`config.mk`:
```
export PLATFORM = sky130hd
export DESIGN_NAME = bresen_line_gen
export DESIGN_NICKNAME = d
export VERILOG_FILES = /design/src/rtl/gpu_pkg.sv /design/src/rtl/bresen_step.sv /design/src/rtl/bresen_line_gen.sv
export SDC_FILE = /design/constraint.sdc
export NUM_CORES = 1
export LEC_CHECK = 0
export ABC_AREA = 1
export CORE_MARGIN = 1
export CORE_UTILIZATION = 52
export CTS_CLUSTER_SIZE = 12
export DETAILED_ROUTE_END_ITERATION = 8
export PLACE_DENSITY = 0.77
export SETUP_SLACK_MARGIN = 0.05
export SLEW_MARGIN = 10
export SYNTH_ARGS = -nofsm -noshare
export SYNTH_HDL_FRONTEND = slang
export SYNTH_SLANG_ARGS = --single-unit
```
`constraint.sdc`:
```
create_clock -name clk -period 6.46 [get_ports clk]
set_clock_uncertainty 0.05 [all_clocks]
set_input_delay 0.969 -clock clk [delete_from_list [all_inputs] [get_ports clk]]
set_output_delay 0.969 -clock clk [all_outputs]
set_load 0.01 [all_outputs]
```
`src/rtl/gpu_pkg.sv`:
```
// ---------------------------------------------------------------------------
// gpu_pkg
// Shared definitions for the 2D draw path.
//   line_state_t : rasteriser state (IDLE, SETUP, DRAW)
//   ADDR_CONCAT  : pixel address is {x,y}
//   ADDR_LINEAR  : pixel address is y*pitch + x
// ---------------------------------------------------------------------------
package gpu_pkg;

   typedef enum logic [1:0] {
      IDLE  = 2'd0,
      SETUP = 2'd1,
      DRAW  = 2'd2
   } line_state_t;

   localparam int ADDR_CONCAT = 0;
   localparam int ADDR_LINEAR = 1;

endpackage

```
`src/rtl/bresen_step.sv`:
```
// ---------------------------------------------------------------------------
// bresen_step
// Combinational single Bresenham step. Given the current position, address
// and error term, produces the position/address/error of the next pixel and
// flags whether that next pixel is the line end point.
//   x, y, addr        : current pixel
//   err, dx, dy       : signed error term and deltas (dy is -|dy|)
//   sx_neg, sy_neg    : step direction, 1 = decrement
//   x_end, y_end      : line end point
//   x_n, y_n, addr_n  : stepped pixel
//   err_n             : stepped error term
//   next_is_end       : stepped pixel equals the end point
// ---------------------------------------------------------------------------
module bresen_step
   import gpu_pkg::*;
#(
   parameter int X_W       = 10,
   parameter int Y_W       = 9,
   parameter int D_W       = 12,
   parameter int ADDR_W    = 19,
   parameter int ADDR_MODE = ADDR_CONCAT,
   parameter int FB_WIDTH  = 640
) (
   input  logic [X_W-1:0]          x,
   input  logic [Y_W-1:0]          y,
   input  logic [ADDR_W-1:0]       addr,
   input  logic signed [D_W-1:0]   err,
   input  logic signed [D_W-1:0]   dx,
   input  logic signed [D_W-1:0]   dy,
   input  logic                    sx_neg,
   input  logic                    sy_neg,
   input  logic [X_W-1:0]          x_end,
   input  logic [Y_W-1:0]          y_end,
   output logic [X_W-1:0]          x_n,
   output logic [Y_W-1:0]          y_n,
   output logic [ADDR_W-1:0]       addr_n,
   output logic signed [D_W-1:0]   err_n,
   output logic                    next_is_end
);

   // Row stride for a y step in linear mode; a y step in concat mode is
   // handled by rebuilding {x,y} instead.
   localparam logic [ADDR_W-1:0] PITCH = ADDR_W'(FB_WIDTH);

   logic signed [D_W:0]  e2;
   logic signed [D_W:0]  dx_e;
   logic signed [D_W:0]  dy_e;
   logic                 step_x;
   logic                 step_y;
   logic [ADDR_W-1:0]    addr_x;
   logic [ADDR_W-1:0]    addr_lin;

   always_comb begin
      // One extra bit so 2*err cannot overflow.
      e2       = {err, 1'b0};
      dx_e     = {dx[D_W-1], dx};
      dy_e     = {dy[D_W-1], dy};
      // Both decisions use the same pre-step e2.
      step_x   = (e2 >= dy_e);
      step_y   = (e2 <= dx_e);

      err_n    = err + (step_x ? dy : '0) + (step_y ? dx : '0);

      x_n      = step_x ? (sx_neg ? x - X_W'(1) : x + X_W'(1)) : x;
      y_n      = step_y ? (sy_neg ? y - Y_W'(1) : y + Y_W'(1)) : y;

      addr_x   = step_x ? (sx_neg ? addr - ADDR_W'(1) : addr + ADDR_W'(1)) : addr;
      addr_lin = step_y ? (sy_neg ? addr_x - PITCH : addr_x + PITCH) : addr_x;

      addr_n   = (ADDR_MODE == ADDR_LINEAR) ? addr_lin : ADDR_W'({x_n, y_n});

      next_is_end = (x_n == x_end) && (y_n == y_end);
   end

endmodule

```
`src/rtl/bresen_line_gen.sv`:
```
// ---------------------------------------------------------------------------
// bresen_line_gen
// Bresenham line rasteriser. Accepts one line command over valid/ready,
// spends one SETUP cycle computing deltas and the start address, then emits
// one pixel per accepted handshake on a back-pressurable stream.
//   clk, rst                 : clock, synchronous active-high reset
//   cmd_valid/cmd_ready      : command handshake
//   cmd_x0,cmd_y0,cmd_x1,cmd_y1 : end points
//   cmd_skip_last            : suppress the end pixel (polyline joints)
//   abort                    : drop the current line immediately
//   pix_valid/pix_ready      : pixel stream handshake
//   pix_x,pix_y,pix_addr     : pixel coordinate and framebuffer address
//   pix_last                 : final pixel of the line
//   line_done                : one-cycle pulse after the final pixel
//   busy                     : not idle
// ---------------------------------------------------------------------------
module bresen_line_gen
   import gpu_pkg::*;
#(
   parameter int X_W       = 10,
   parameter int Y_W       = 9,
   parameter int ADDR_MODE = ADDR_CONCAT,
   parameter int FB_WIDTH  = 640,
   parameter int ADDR_W    = 19
) (
   input  logic              clk,
   input  logic              rst,
   input  logic              cmd_valid,
   output logic              cmd_ready,
   input  logic [X_W-1:0]    cmd_x0,
   input  logic [X_W-1:0]    cmd_x1,
   input  logic [Y_W-1:0]    cmd_y0,
   input  logic [Y_W-1:0]    cmd_y1,
   input  logic              cmd_skip_last,
   input  logic              abort,
   output logic              pix_valid,
   input  logic              pix_ready,
   output logic [X_W-1:0]    pix_x,
   output logic [Y_W-1:0]    pix_y,
   output logic [ADDR_W-1:0] pix_addr,
   output logic              pix_last,
   output logic              line_done,
   output logic              busy
);

   localparam int D_W = ((X_W > Y_W) ? X_W : Y_W) + 2;
   localparam logic [ADDR_W-1:0] PITCH = ADDR_W'(FB_WIDTH);

   line_state_t             state_reg, state_next;
   logic [X_W-1:0]          x0_reg, x0_next, x1_reg, x1_next;
   logic [Y_W-1:0]          y0_reg, y0_next, y1_reg, y1_next;
   logic                    skip_reg, skip_next;
   logic [X_W-1:0]          x_reg, x_next;
   logic [Y_W-1:0]          y_reg, y_next;
   logic [ADDR_W-1:0]       addr_reg, addr_next;
   logic signed [D_W-1:0]   err_reg, err_next;
   logic signed [D_W-1:0]   dx_reg, dx_next;
   logic signed [D_W-1:0]   dy_reg, dy_next;
   logic                    sx_neg_reg, sx_neg_next;
   logic                    sy_neg_reg, sy_neg_next;
   logic                    line_done_reg, line_done_next;

   // Setup arithmetic on the latched end points
   logic signed [D_W-1:0]   diff_x, diff_y;
   logic signed [D_W-1:0]   setup_dx, setup_dy;
   logic [ADDR_W-1:0]       setup_addr;

   // Stepper outputs
   logic [X_W-1:0]          step_x;
   logic [Y_W-1:0]          step_y;
   logic [ADDR_W-1:0]       step_addr;
   logic signed [D_W-1:0]   step_err;
   logic                    step_is_end;
   logic                    cur_is_end;
   logic                    pix_hs;

   // The same stepper serves both the real step and the skip_last look-ahead:
   // with skip set, the current pixel is last when its successor is the end.
   bresen_step #(
      .X_W       (X_W),
      .Y_W       (Y_W),
      .D_W       (D_W),
      .ADDR_W    (ADDR_W),
      .ADDR_MODE (ADDR_MODE),
      .FB_WIDTH  (FB_WIDTH)
   ) u_step (
      .x           (x_reg),
      .y           (y_reg),
      .addr        (addr_reg),
      .err         (err_reg),
      .dx          (dx_reg),
      .dy          (dy_reg),
      .sx_neg      (sx_neg_reg),
      .sy_neg      (sy_neg_reg),
      .x_end       (x1_reg),
      .y_end       (y1_reg),
      .x_n         (step_x),
      .y_n         (step_y),
      .addr_n      (step_addr),
      .err_n       (step_err),
      .next_is_end (step_is_end)
   );

   assign cur_is_end = (x_reg == x1_reg) && (y_reg == y1_reg);

   assign cmd_ready = (state_reg == IDLE) && !rst && !abort;
   assign pix_valid = (state_reg == DRAW);
   assign pix_last  = (state_reg == DRAW) && (skip_reg ? step_is_end : cur_is_end);
   assign pix_hs    = pix_valid && pix_ready;
   assign pix_x     = x_reg;
   assign pix_y     = y_reg;
   assign pix_addr  = addr_reg;
   assign line_done = line_done_reg;
   assign busy      = (state_reg != IDLE);

   always_comb begin
      diff_x   = $signed(D_W'(x1_reg)) - $signed(D_W'(x0_reg));
      diff_y   = $signed(D_W'(y1_reg)) - $signed(D_W'(y0_reg));
      setup_dx = diff_x[D_W-1] ? -diff_x : diff_x;
      setup_dy = diff_y[D_W-1] ? diff_y : -diff_y;
      // The only multiply in the design; later steps add/subtract the pitch.
      if (ADDR_MODE == ADDR_LINEAR) begin
         setup_addr = ADDR_W'(y0_reg) * PITCH + ADDR_W'(x0_reg);
      end else begin
         setup_addr = ADDR_W'({x0_reg, y0_reg});
      end
   end

   always_comb begin
      state_next     = state_reg;
      x0_next        = x0_reg;
      y0_next        = y0_reg;
      x1_next        = x1_reg;
      y1_next        = y1_reg;
      skip_next      = skip_reg;
      x_next         = x_reg;
      y_next         = y_reg;
      addr_next      = addr_reg;
      err_next       = err_reg;
      dx_next        = dx_reg;
      dy_next        = dy_reg;
      sx_neg_next    = sx_neg_reg;
      sy_neg_next    = sy_neg_reg;
      line_done_next = 1'b0;

      case (state_reg)
         IDLE: begin
            if (cmd_valid && cmd_ready) begin
               x0_next    = cmd_x0;
               y0_next    = cmd_y0;
               x1_next    = cmd_x1;
               y1_next    = cmd_y1;
               skip_next  = cmd_skip_last;
               state_next = SETUP;
            end
         end
         SETUP: begin
            dx_next     = setup_dx;
            dy_next     = setup_dy;
            err_next    = setup_dx + setup_dy;
            sx_neg_next = (x1_reg < x0_reg);
            sy_neg_next = (y1_reg < y0_reg);
            x_next      = x0_reg;
            y_next      = y0_reg;
            addr_next   = setup_addr;
            // A zero-length line with its only pixel skipped draws nothing.
            if (skip_reg && (x0_reg == x1_reg) && (y0_reg == y1_reg)) begin
               state_next     = IDLE;
               line_done_next = 1'b1;
            end else begin
               state_next = DRAW;
            end
         end
         DRAW: begin
            if (pix_hs) begin
               if (pix_last) begin
                  state_next     = IDLE;
                  line_done_next = 1'b1;
               end else begin
                  x_next    = step_x;
                  y_next    = step_y;
                  addr_next = step_addr;
                  err_next  = step_err;
               end
            end
         end
         default: begin
            state_next = IDLE;
         end
      endcase

      // Abort wins over any handshake or accept in the same cycle.
      if (abort) begin
         state_next     = IDLE;
         line_done_next = 1'b0;
      end
   end

   always_ff @(posedge clk) begin
      if (rst) begin
         state_reg     <= IDLE;
         x0_reg        <= '0;
         y0_reg        <= '0;
         x1_reg        <= '0;
         y1_reg        <= '0;
         skip_reg      <= 1'b0;
         x_reg         <= '0;
         y_reg         <= '0;
         addr_reg      <= '0;
         err_reg       <= '0;
         dx_reg        <= '0;
         dy_reg        <= '0;
         sx_neg_reg    <= 1'b0;
         sy_neg_reg    <= 1'b0;
         line_done_reg <= 1'b0;
      end else begin
         state_reg     <= state_next;
         x0_reg        <= x0_next;
         y0_reg        <= y0_next;
         x1_reg        <= x1_next;
         y1_reg        <= y1_next;
         skip_reg      <= skip_next;
         x_reg         <= x_next;
         y_reg         <= y_next;
         addr_reg      <= addr_next;
         err_reg       <= err_next;
         dx_reg        <= dx_next;
         dy_reg        <= dy_next;
         sx_neg_reg    <= sx_neg_next;
         sy_neg_reg    <= sy_neg_next;
         line_done_reg <= line_done_next;
      end
   end

endmodule

```
== Yosys cells after proc, flatten, opt, wreduce, memory -nomap -nowiden ==
Index checks and enable logic that the tools add are counted.

* Word-level logic and storage cells: 90
* Register bits after elaboration: 118

* Multiplexer cells: 30
* Eq/ne operators: 12
* Add/subtract/negate cells: 11
* Reductions and logical operators: 18
* $lt $le $gt $ge: 4

{| class="wikitable"
|+ Operators with widths
! cell !! number
|-
| 2-to-1 mux 12 bit || 6
|-
| 2-to-1 mux 10 bit || 4
|-
| 2-to-1 mux 19 bit || 2
|-
| one-hot mux 19 bit (2 select lines) || 1
|-
| adder 12 bit || 3
|-
| 2-to-1 mux 9 bit || 4
|-
| == test 10 bit || 3
|-
| == test 9 bit || 3
|-
| one-hot mux 12 bit (2 select lines) || 1
|-
| one-hot mux 10 bit (2 select lines) || 1
|-
| one-hot mux 9 bit (2 select lines) || 1
|-
| greater-or-equal comparator 13 x 12 -> 1 bit || 1
|-
| <= comparator 13 x 12 -> 1 bit || 1
|-
| negator 10 -> 12 bit || 1
|-
| negator 11 -> 12 bit || 1
|-
| subtractor 10 x 10 -> 11 bit || 1
|-
| adder 10 x 1 -> 10 bit, second input constant || 1
|-
| less-than comparator 10 bit || 1
|-
| subtractor 10 x 1 -> 10 bit, second input constant || 1
|-
| subtractor 9 x 9 -> 10 bit || 1
|-
| adder 9 x 1 -> 9 bit, second input constant || 1
|-
| logical AND 1 bit || 9
|-
| less-than comparator 9 bit || 1
|-
| subtractor 9 x 1 -> 9 bit, second input constant || 1
|-
| 14 further kinds || 25
|}

== Depth between registers and ports, before layout ==
Gate-level depths: netlist of the first run.

* Word-level depth: 10
* Gate-level depth with buffers: 33

== Hierarchy ==
Synthesis of the first run repeated with hierarchy kept, for this count alone.

* Cells, all modules: 1539
* Area total of the unflattened synthesis: 10158.5 µm²

{| class="wikitable"
|+ By module, submodules not included
! module !! instances !! sequential area each (µm²) !! cells an instance !! area each (µm²)
|-
| bresen_line_gen || 1 || 2362.3 || 985 || 6929.1
|-
| bresen_step || 1 || 0.0 || 554 || 3229.3
|}

== Worst setup path after synthesis of the first run ==
No wires, ideal clock.

* Path kind: register -> register
* Start: reg dx_reg[11]
* End: reg err_reg[11]
* Setup time: 0.113 ns
* Arrival: 4.308 ns
* Clock period less this slack: 4.471 ns
* Slack: 1.989 ns
* Cell stages (with the launch flop): 31
* Path through: dfxtp_1 > inv_1 > ha_1 > nand2_1 > inv_1 > nand2_1 > nand2_1 > a21oi_1 > nand2_1 > nand2_2 > nand3_4 > buf_6 > inv_1 > clkbuf_1 > nor2_1 > fa_1 > ha_1 > inv_1 > fa_1 > o31ai_1 > inv_1 > o21a_1 > o21ai_0 > nand2_1 > nand2_1 > a21oi_1 > xor2_1 > nand2_1 > nand2_1 > nor2_1 > nor2_1

* Word-level cells in the longest chain between the ends: 8
* Elaborated cells on any way between the ends: 13

{| class="wikitable"
|+ RTL lines
! item !! line !! source
|-
| start, declared || bresen_line_gen.sv:57 || <nowiki>logic signed [D_W-1:0] dx_reg, dx_next;</nowiki>
|-
| start signal, assigned || bresen_line_gen.sv:227 || <nowiki>dx_reg <= dx_next;</nowiki>
|-
| branches (longest 8 deep; another with <= comparator 13 x 12 -> 1 bit) || -- ||
|-
| end signal, assigned || bresen_line_gen.sv:226 || <nowiki>err_reg <= err_next;</nowiki>
|-
| end, declared || bresen_line_gen.sv:56 || <nowiki>logic signed [D_W-1:0] err_reg, err_next;</nowiki>
|}

Several ways; the timed one is not identified. The select of a mux whose other input is x is not followed.
A chain may end at the register's enable or synchronous reset.

== Worst setup path after layout of the first run ==
* Start: reg err_reg[3]
* End: out pix_last

* Word-level cells in the longest chain between the ends: 6
* Elaborated cells on any way between the ends: 9

{| class="wikitable"
|+ RTL lines
! item !! line !! source
|-
| greater-or-equal comparator 13 x 12 -> 1 bit or <= comparator 13 x 12 -> 1 bit (tied branches) || bresen_step.sv:59, bresen_step.sv:60 ||
|-
| 2-to-1 mux 10 bit or 2-to-1 mux 9 bit (tied branches) || bresen_step.sv:64, bresen_step.sv:65 ||
|-
| == test 10 bit or == test 9 bit (tied branches) || bresen_step.sv:72 || <nowiki>next_is_end = (x_n == x_end) && (y_n == y_end);</nowiki>
|-
| logical AND 1 bit (*) || bresen_step.sv:72 ||
|-
| 2-to-1 mux 1 bit (*) || bresen_line_gen.sv:108 || <nowiki>assign pix_last = (state_reg == DRAW) && (skip_reg ? step_is_end : cur_is_end);</nowiki>
|-
| logical AND 1 bit (*) || bresen_line_gen.sv:108 ||
|-
| end, declared || bresen_line_gen.sv:41 || <nowiki>output logic pix_last,</nowiki>
|}

Mark *: on every way between the ends. The rest lies on a longest branch, timed or not.

==> impl_metrics.csv, run 1 <==
group,metric,value,unit
outcome,status,"finished, final reports clean",
floorplanning,placeableCoreArea,16600,um2
finish,area_growth,12.5,%
worst_setup_path,r2r-start,"err_reg[3]",
yosys,yosys_warnings,0,
placement,io_buffers,86,
clocking,cts_resized,0,
worst_setup_path,cp.arrival,4050,ps
route,wirelength,25800,um
yosys,netlist_instances,1338,
finish,drive_gt1_frac,0.0333,
yosys,syn_area_per_cell,6.62,um2
hold_path,min_path_type,"flip-flop to flip-flop",
power,ir_drop,0.272,mV
hold_path,hp-start,"state_reg[1]",
timing,max_freq,197,MHz
clocking,clockRootBuffer,"clkbuf_16",
timing,hold_viol,0,
placement,placed_cells,1586,
global_route,grt_pass1_wl,41700,um
clocking,cts.sinks,99,
placement,hpwl,19500,um
clocking,cts_buffer_depth,2,
global_route,grt_start_max_net_pins,76,
power,total_power,2.65,mW
route,drt_iter0_drc,692,
floorplanning,rows,47,
clocking,clock_latency,370,ps
floorplanning,io_pins,87,
yosys,ys_seq_area_frac,0.224,
timing,slew-limit-headroom,0.371,
timing,finalMaxSlewViolations,0,
worst_setup_path,startpoint_type,"flip-flop",
clocking,hold_buffers,0,
timing,period_share,0.784,
route,drtPass1Iterations,6,
placement,post_dp_cell_area,9690,um2
yosys,netlist.area_leader.share,0.224,
yosys,synth.distinct_cells,40,
clocking,cts_made_buffers,9,
worst_setup_path,cp-startpoint,"err_reg[3]",
power,cellLeakagePower,4.65,nW
global_route,antenna_found_initial,0,
worst_setup_path,r2r_slack,1410,ps
floorplanning,die_area,17600,um2
route,vias,8905,
timing,fin_setup_tns,0,ps
timing,rsz0062_at_grt,"false",
power,switchingPower,1.21,mW
worst_setup_path,critPathKind,"flip-flop to output port",
placement,gp_congestion,0.991,
floorplanning,die_y,133,um
clocking,cts_setup_buffers,0,
worst_setup_path,regToRegEndpoint,"err_reg[11]",
global_route,grt_pass1_vias,8327,
floorplanning,initial_utilization,0.534,
finish,diodes,0,
finish,nets,1522,
worst_setup_path,crit_required,5440,ps
yosys,synth_top_cells_by_area,"dfxtp_1 22%, ha_1 12%, nand2_1 11%",
finish,design_area,9960,um2
worst_setup_path,endpoint,"pix_last",
route,vias_per_cell,5.56,
worst_setup_path,crit_fanout,20,
power,p_int,1.43,mW
timing,period_minus_slack,5070,ps
job,cap_violations,0,
power,powerDensity,266,nW/um2
worst_setup_path,ff2ff_path_depth,25,
power,pwr-share-seq,0.254,
clocking,tritoncts,"done",
finish,fin_cells,1602,
yosys,synth_largest_area_cell,"dfxtp_1",
timing,final-setup-viol-count,0,
timing,worstMarginPinSlew,942,ps
global_route,grt.total_usage,0.300,
yosys,syn_nets,1483,
power,clock_power_share,0.198,
clocking,htreeDepth,3,
worst_setup_path,end_kind,"output port",
route,drc,0,
global_route,overflow,0,
finish,final_util,0.601,
yosys,synth_area,8860,um2
route,wl_per_cell,16.1,um
route,antenna_left,0,
power,sw_frac_of_total,0.459,
clocking,clkTransAtPathRegs,70,ps
yosys,ys_ff_latch,99,
power,power_frac_comb,0.547,
floorplanning,die_w,133,um
## metrics by stage
stage               setup WS (ps)  hold slack, ps
floorplan                    1990             398
global placement             1610             419
detailed placement           1510             425
CTS                          1460             435
global route                  959             454
finish                       1390             435
## power groups by stage
stage               clock [mW]  sequential [mW]  combinational [mW]
global placement             0            0.686                1.40
floorplan                    0            0.676                1.08
detailed placement           0            0.686                1.42
global route             0.546            0.676                1.64
finish                   0.525            0.673                1.45
CTS                      0.524            0.672                1.43
## worst min path at each step
stage                     cells after the start      endpoint  slack, ps
final                                         2  state_reg[1]        440
after global routing                          2  state_reg[1]        450
after CTS                                     2     x0_reg[8]        440
after detailed placement                      2     x0_reg[8]        420
after global placement                        2     x0_reg[8]        420
after floorplan                               2     x0_reg[0]        400
## cell type report
class / count / area (um2)
Sequential cell: 99 / 1980
Timing Repair Buffer: 93 / 913
Fill cell: 1602 / 6620
Clock buffer: 10 / 229
Inverter: 209 / 785
Multi-Input combinational cell: 965 / 5740
Clock inverter: 6 / 41.3
Tap cell: 220 / 275
## cells in the mapped netlist (all sizes together)
library cell    n
a21boi          1
a21o            2
a21oi         123
a221oi          2
a31oi           5
buf            34
clkbuf         31
dfxtp          99
fa             17
ha             84
inv           209
mux2i           1
nand2         260
nand3          83
nand3b         32
nand4          24
nor2          113
nor3            8
nor4            2
o211ai          2
o21a            3
o21ai         101
o21bai          7
o22ai          23
o31ai           3
o32ai           1
o41ai           1
or2            10
or3b            2
xnor2          10
xor2           45
## critical path: stages (launching register included)
cell and delay (ps):
dfxtp_1 410, ha_1 270, a21oi_1 250, nand2_1 90
nand2_1 60, nand4_1 500, nand2_1 270, buf_4 280
nand2_1 110, nand3_1 80, nand2_1 70, nor2_1 110
nand2_1 70, nor2_1 120, nand3_1 90, nand2_1 90
nand2_2 60, inv_1 180, clkdlybuf4s50_1 570
## layer usage
| metal | vias to the layer above | track usage | wire (um) |
|---|---|---|---|
| met5 | - | 0 | 0 |
| met1 | 4069 | 0.376 | 11300 |
| met4 | 0 | 0.116 | 778 |
| met3 | 64 | 0.0479 | 1570 |
| met2 | 335 | 0.513 | 12200 |
| li1 | 4437 | - | - |
## cell families after synthesis
kind of cell / synth area share
xor+xnor: 0.0544
simple gates: 0.268
mux: 0.00113
compound gates: 0.166
buf+inv: 0.130
flops: 0.224
fa+ha+maj: 0.157
## cells in the final DEF, fill, tap and decap left out, drive strengths merged, types with 17 or more instances in the layout
cell type	instances
o21ai	101
nand3b	32
clkdlybuf4s50	86
nand4	24
nand3	83
xor2	45
a21oi	123
dfxtp	99
nor2	113
nand2	260
inv	210
o22ai	23
fa	17
ha	84
Note: power is estimated with default switching activity, not from simulation.
==> run 2, diff against run 1 <==
==> constraint.sdc (replaced) <==
create_clock -name clk -period 4.8 [get_ports clk]
set_clock_uncertainty 0.05 [all_clocks]
set_input_delay 0.72 -clock clk [delete_from_list [all_inputs] [get_ports clk]]
set_output_delay 0.72 -clock clk [all_outputs]
set_load 0.01 [all_outputs]
==> impl_metrics.csv, run 2 (synthesis results as in run 1) <==
group,metric,value,unit
outcome,status,"finished, final reports clean",
placement,gp_congestion,0.976,
worst_setup_path,critPathKind,"flip-flop to flip-flop",
clocking,cts_made_buffers,9,
worst_setup_path,end_kind,"flip-flop",
worst_setup_path,slowest_stage,"fa_1",
placement,hpwl,20400,um
hold_path,min_path_type,"flip-flop to flip-flop",
timing,period_share,0.939,
timing,worstMarginPinSlew,976,ps
worst_setup_path,r2r_slack,300,ps
finish,nets,1548,
finish,area_growth,16.4,%
timing,final-setup-viol-count,0,
timing,rsz0062_at_grt,"false",
clocking,clockRootBuffer,"clkbuf_16",
route,antenna_left,0,
timing,period_minus_slack,4500,ps
finish,design_area,10300,um2
worst_setup_path,crit_fanout,4,
floorplanning,die_y,133,um
route,drc,0,
finish,final_cell_mix,"254 x nand2_1, 206 x inv_1, 121 x a21oi_1, 109 x nor2_1, 96 x o21ai_0",
route,vias,9107,
global_route,overflow,0,
global_route,grt.total_usage,0.315,
floorplanning,placeableCoreArea,16600,um2
power,ir_drop,0.260,mV
timing,hold_ws,435,ps
placement,post_dp_cell_area,9870,um2
finish,layout_commonest_cell,"nand2_1",
worst_setup_path,startpoint_type,"flip-flop",
worst_setup_path,slowest_delay,500,ps
timing,max_freq,222,MHz
route,vias_per_cell,5.59,
route,drtPass1Iterations,7,
route,drt_iter0_drc,809,
floorplanning,io_pins,87,
global_route,grt_pass1_vias,8729,
worst_setup_path,cp.arrival,4710,ps
clocking,cts_buffer_depth,2,
finish,multi_input_area,5830,um2
clocking,tritoncts,"done",
clocking,clock_latency,370,ps
placement,io_buffers,86,
timing,hold_viol,0,
clocking,cts.sinks,99,
worst_setup_path,cpMostUsedCell,"nand2_1",
timing,finalMaxSlewViolations,0,
floorplanning,die_area,17600,um2
finish,drive_gt1_frac,0.0653,
global_route,antenna_found_initial,0,
floorplanning,die_w,133,um
timing,slew-limit-headroom,0.348,
finish,nFillCells,1581,
global_route,grt_pass1_wl,44000,um
floorplanning,initial_utilization,0.534,
floorplanning,rows,47,
finish,seq_area,1990,um2
job,cap_violations,0,
route,wl_per_cell,16.5,um
clocking,clkTransAtPathRegs,80,ps
worst_setup_path,crit_required,5010,ps
route,wirelength,26900,um
clocking,hold_buffers,0,
global_route,grt_start_max_net_pins,56,
clocking,htreeDepth,3,
power,cellLeakagePower,4.83,nW
timing,fin_setup_tns,0,ps
power,powerDensity,372,nW/um2
finish,diodes,0,
-- run 2: cell count changes in the layout (fill, tap and decap cells not counted), moves of 3 or more --
cell	change
xor2_2	+4
dfxtp_2	+4
dfxtp_1	-4
o21ai_0	-3
o21ai_1	+3
xor2_1	-4
buf_4	+26
-- run 2: final cells by class --
class                      count  area share
clock buffer                  10      0.0232
clock inverter                 6     0.00838
inverter                     209      0.0761
multi-input combinational    965       0.565
sequential                    99       0.193
tap                          220      0.0267
timing repair buffer         119       0.108
-- run 2: what timing repair did --
action,CTS,global route
setup endpoints to repair,0,4
gates resized for setup,0,22
buffers inserted,0,3
-- run 2: final timing paths --
check / startpoint / to / depth (start not counted)
setup / recovery: dx_reg[11] / err_reg[11] / 27
hold / removal: state_reg[0] / state_reg[0] / 2
setup reg to reg: dx_reg[11] / err_reg[11] / 27
hold reg to reg: state_reg[0] / state_reg[0] / 2
-- run 2: worst max-delay path: cells and delay by family, from the launching register on --
kind | cells | cell delay, ps
AND/OR/NAND/NOR | 13 | 1200
buffers and inverters | 5 | 380
adder cells (fa/ha/maj) | 4 | 1490
XOR/XNOR | 1 | 160
flip-flops | 1 | 310
AO/OA/AOI/OAI | 4 | 820
-- run 2: where the power goes --
part	internal (mW)	switching, mW
registers	0.860	0.0430
clock network	0.472	0.352
logic	0.826	1.28
total	2.16	1.68
-- run 2: per-layer routing --
layer	GRT usage	up-vias	wire (um)
li1	-	4476	-
met1	0.387	4169	11500
met2	0.533	368	12500
met3	0.0494	94	1620
met4	0.159	0	1310
met5	0	-	0
-- run 2: through the flow --
step	setup slack (ps)	instances	power, mW	util
finish	295	1628	3.83	0.621
global route	18.0	1628	4.12	0.621
CTS	184	1625	3.73	0.615
detailed placement	245	1609	2.90	0.595
global placement	278	1609	2.86	0.595
floorplan	329	1338	2.36	-
